$ cat config.mk
export PLATFORM = sky130hd
export DESIGN_NAME = word_relay_fifo
export DESIGN_NICKNAME = d
export VERILOG_FILES = /design/src/rtl/word_relay_fifo.sv
export SDC_FILE = /design/constraint.sdc
export NUM_CORES = 1
export LEC_CHECK = 0
export BUFFER_PORTS_ARGS = -buffer_cell sky130_fd_sc_hd__buf_2
export CAP_MARGIN = 20
export CORE_MARGIN = 1.5
export CORE_UTILIZATION = 62
export DETAILED_ROUTE_END_ITERATION = 12
export MAX_ROUTING_LAYER = met4
export PLACE_DENSITY = 0.94
export SLEW_MARGIN = 20
export SYNTH_ARGS = -nofsm -noshare
export SYNTH_HDL_FRONTEND = slang
export SYNTH_SLANG_ARGS = --single-unit
$ cat constraint.sdc
create_clock -name fast_clk -period 3.8 [get_ports fast_clk]
set_clock_uncertainty 0.15 [all_clocks]
set_input_delay 0.19 -clock fast_clk [delete_from_list [all_inputs] [get_ports fast_clk]]
set_output_delay 0.19 -clock fast_clk [all_outputs]
set_load 0.01 [all_outputs]
$ cat src/rtl/word_relay_fifo.sv
// Word relay between a serial collector and a serial emitter: edge-detected capture,
// a DEPTH-word FIFO with sticky overflow, and a three-state transmit handshake FSM.
module word_relay_fifo #(
    parameter int WIDTH = 25,
    parameter int DEPTH = 4
) (
    input  logic                     fast_clk,
    input  logic                     reset,
    input  logic [WIDTH-1:0]         in_data,
    input  logic                     in_valid,
    output logic [WIDTH-1:0]         tx_data,
    output logic                     tx_start,
    input  logic                     tx_done,
    output logic [$clog2(DEPTH):0]   count,
    output logic                     full,
    output logic                     empty,
    output logic                     overflow
);

    localparam int AW = $clog2(DEPTH);
    localparam int CW = AW + 1;

    typedef enum logic [1:0] {
        IDLE    = 2'd0,
        SEND    = 2'd1,
        RELEASE = 2'd2
    } tx_state_t;

    tx_state_t        state;
    logic [WIDTH-1:0] mem [DEPTH];
    logic [AW-1:0]    wr_ptr;
    logic [AW-1:0]    rd_ptr;
    logic             in_valid_q;
    logic             push;
    logic             pop;
    logic             accept;

    assign push   = in_valid & ~in_valid_q;
    assign pop    = (state == IDLE) & ~empty;
    // A push on a full FIFO still fits when the head leaves on the same edge.
    assign accept = push & (~full | pop);

    // Reset is synchronous, so the flags are forced while it is held rather than
    // waiting for the first reset edge to clear count.
    assign empty  = ~reset | (count == '0);
    assign full   = reset & (count == CW'(DEPTH));

    // NOTE: all state below uses non-blocking assignments so every register
    // samples the pre-edge values of push/pop/accept, whatever the block order.
    always_ff @(posedge fast_clk) begin
        if (!reset) begin
            in_valid_q <= 1'b0;
            wr_ptr     <= '0;
            rd_ptr     <= '0;
            count      <= '0;
            overflow   <= 1'b0;
        end else begin
            in_valid_q <= in_valid;
            if (accept) wr_ptr <= wr_ptr + AW'(1);
            if (pop)    rd_ptr <= rd_ptr + AW'(1);
            case ({accept, pop})
                2'b10:   count <= count + CW'(1);
                2'b01:   count <= count - CW'(1);
                default: count <= count;
            endcase
            if (push && !accept) overflow <= 1'b1;
        end
    end

    // NOTE: the storage array has no reset; the pointers and count already mark
    // every entry invalid, and leaving it unreset lets it map onto plain RAM.
    always_ff @(posedge fast_clk) begin
        if (accept) mem[wr_ptr] <= in_data;
    end

    always_ff @(posedge fast_clk) begin
        if (!reset) begin
            state    <= IDLE;
            tx_start <= 1'b0;
            tx_data  <= '0;
        end else begin
            case (state)
                IDLE: begin
                    if (!empty) begin
                        tx_data  <= mem[rd_ptr];
                        tx_start <= 1'b1;
                        state    <= SEND;
                    end
                end
                SEND: begin
                    if (tx_done) begin
                        tx_start <= 1'b0;
                        state    <= RELEASE;
                    end
                end
                RELEASE: begin
                    if (!tx_done) state <= IDLE;
                end
                default: begin
                    tx_start <= 1'b0;
                    state    <= IDLE;
                end
            endcase
        end
    end

endmodule

==> metrics.txt <==
outcome complete, no violations; routability cong. 0.789; Reg clk slew, reported paths 70 ps; H-tree levels 4; slowest CP cell dlygate4sd3_1; Worst Setup End Kind register; post-DR wirelength/cell 21.6 um; hold crit path type input port to register; Total GRT Usage 28.9%; DP Cell Count 472; # clock sinks 137; slew margin rel. 33.8%; initial DRC count 294; initial antenna violation count 0; Buffers on Ports 60; CP Data Arrival Time 2950 ps; vias 3157; Synth Warn # 0; Worst-Margin Slew 992 ps; Die Height 94.3 um; max cap viols 0; clock latency on the worst-skew pair 510 ps; setup TNS 0 ps; largest net degree at the start of global routing 33; share of cells above drive strength 1 30.5%; crit path kind input port to register; # rows 33; sequential-to-total area share from yosys stat 72.5%; Net Count, Synth 353; number of global-route vias before repair 3284; TritonRoute pass-1 iters 5; total CTS buffers 17; post-route antenna net violation count 0; Ports 61; Worst Path Required 4100 ps; Period minus WS final 2650 ps; clock tree from TritonCTS built; unrepaired setup endpoints after global routing no; max incr delay on CP 520 ps; Final Hold Fails 0; Synth cell types 35; n_diodes 0; initial core utilization 63.5%; Highest Clock Rate 0.378 GHz; DP HPWL 6030 um; Yosys reg bits 137; Die ar. 0.00888 sq mm; critical path's top delay family simple AND/OR/NAND/NOR gates; Horiz. Die Dim 94.3 um; Synth Cell Area 0.00516 sq mm; core box area 0.00813 sq mm; Final Core Density 79.5%; Pwr per Cell Area 691 mW/mm^2; Buf+Inv Stages, Crit Path 2; vias per std cell 5.91; grt total ovfl 0; VDD IR max 0.000644 V; Synth Instances 319; Final Max Slew Viols 0; count of final setup violators 0; DRC errors left 0; global-route wire length before repair 17600 um; critical path fanouts, max 30; Tcrit/Tclk final 69.6%; crit start category input port; P_leak 2.34 nW; clock tree buffer depth 2; Syn Area/Cell 16.2 sq um; Final Instance Count excl. Fillers 534; root buffer cell clkbuf_8; Area Overhead vs Synth 25.3%; Nets 450; CP Cell Sequence dlygate4sd3_1 -> buf_2 -> nor3b_2 -> and2_4 -> nand2_1 -> fa_1 -> a2111oi_0 -> mux2i_1 -> nand4_1; Pwr Total 0.00447 W; drt total wl 11600 um
[power breakdown]
group / internal, W / switching, W
clock: 0.00108 / 0.000661
combinational: 0.000383 / 0.000433
sequential: 0.00176 / 0.000162
[routing by layer]
metal,vias up,global-route usage (%),part of all wire [%]
met5,-,-,0
met4,0,12.9,1.9
met3,24,7.04,5.6
met2,145,48.0,54
met1,1602,33.4,38
li1,1386,-,-
[Yosys cell counts]
cell type    n  area (sq um)
a21oi_2      1          8.76
a2111oi_0    2          17.5
and4bb_2     1          12.5
nor3b_2      1          12.5
edfxtp_1   100          3000
ha_1         4          50.1
a22oi_2      1          12.5
nor2_1      10          37.5
buf_2        4          20.0
a21oi_1     26           130
clkbuf_1     6          22.5
nand2_1     57           214
and3_1       1          6.26
and2_4       1          8.76
nand2_2      1          6.26
buf_1        1          3.75
buf_4        4          30.0
buf_6        2          22.5
nand4_1      3          18.8
o21a_1       2          15.0
nand2b_1     4          25.0
mux4_2      25           563
nand3_1      1          5.00
xor2_1       2          17.5
a22oi_1      1          7.51
inv_1        5          18.8
and2_1       5          31.3
mux2i_1      4          40.0
xnor2_1      2          17.5
dfxtp_1     37           741
or3_1        1          6.26
nor2b_1      1          6.26
or2_2        1          6.26
o21ai_0      1          5.00
fa_1         1          20.0
[flip-flops by register name, summed over array words and instances, names as in the netlist]
name        count
count           3
in_valid_q      1
mem           100
overflow        1
rd_ptr          2
state           2
tx_data        25
tx_start        1
wr_ptr          2
[final cells by class]
| class | count | area, sq um |
|---|---|---|
| sequential | 137 | 3740 |
| clock inverter | 13 | 178 |
| multi-input combinational | 160 | 1300 |
| timing repair buffer | 95 | 643 |
| inverter | 5 | 18.8 |
| tap | 105 | 131 |
| clock buffer | 19 | 453 |
| fill | 415 | 1660 |
[placed cells by master, fill, tap and decap left out, types with 2 or more instances in the layout]
cell           count
a2111oi_0          2
a21oi_1           26
and2_1             5
buf_2             60
buf_4              5
bufinv_16          3
clkbuf_16         17
clkbuf_8           2
clkinvlp_4         2
dfxtp_1           36
dlygate4sd3_1     29
edfxtp_1         100
ha_1               4
inv_1              5
inv_6              6
mux2i_1            4
mux4_2            25
nand2_1           57
nand2b_1           4
nand4_1            3
nor2_1            10
o21a_1             2
xnor2_1            2
xor2_1             2
[timing repair]
action                    4_1_cts  5_1_grt
setup buffers                   0        0
hold buffers                   29        0
hold endpoints to repair      108        0
gates resized for setup         0        0
[metrics by stage]
stage | area [sq um] | setup WS, ps | hold WS, ps
6_report | 6470 | 1150 | 255
3_3_place_gp | 5530 | 1350 | 251
2_1_floorplan | 5160 | 1560 | 139
3_5_place_dp | 5530 | 1150 | 259
4_1_cts | 6450 | 1210 | 247
5_1_grt | 6470 | 966 | 263
[final timing paths]
kind                           startpoint                       to  slack, ps  depth (start not counted)
setup / recovery                    reset    count[2]$_SDFFE_PN0P_       1150                          9
hold / removal                in_data[11]     mem[2][11]$_DFFE_PP_        260                          2
setup reg to reg    count[2]$_SDFFE_PN0P_    count[2]$_SDFFE_PN0P_       1240                          7
hold reg to reg   tx_data[1]$_SDFFE_PN0P_  tx_data[1]$_SDFFE_PN0P_        310                          2
[kinds of logic after synthesis]
kind of cell | after synthesis | share of synthesized area (%)
multiplexers | 29 | 11.7
buffers and inverters | 22 | 2.28
AO/OA/AOI/OAI | 34 | 3.80
XOR/XNOR | 4 | 0.679
flip-flops | 137 | 72.5
AND/OR/NAND/NOR | 88 | 7.68
adder cells (fa/ha/maj) | 5 | 1.36
Note: power is estimated with default switching activity, not from simulation.
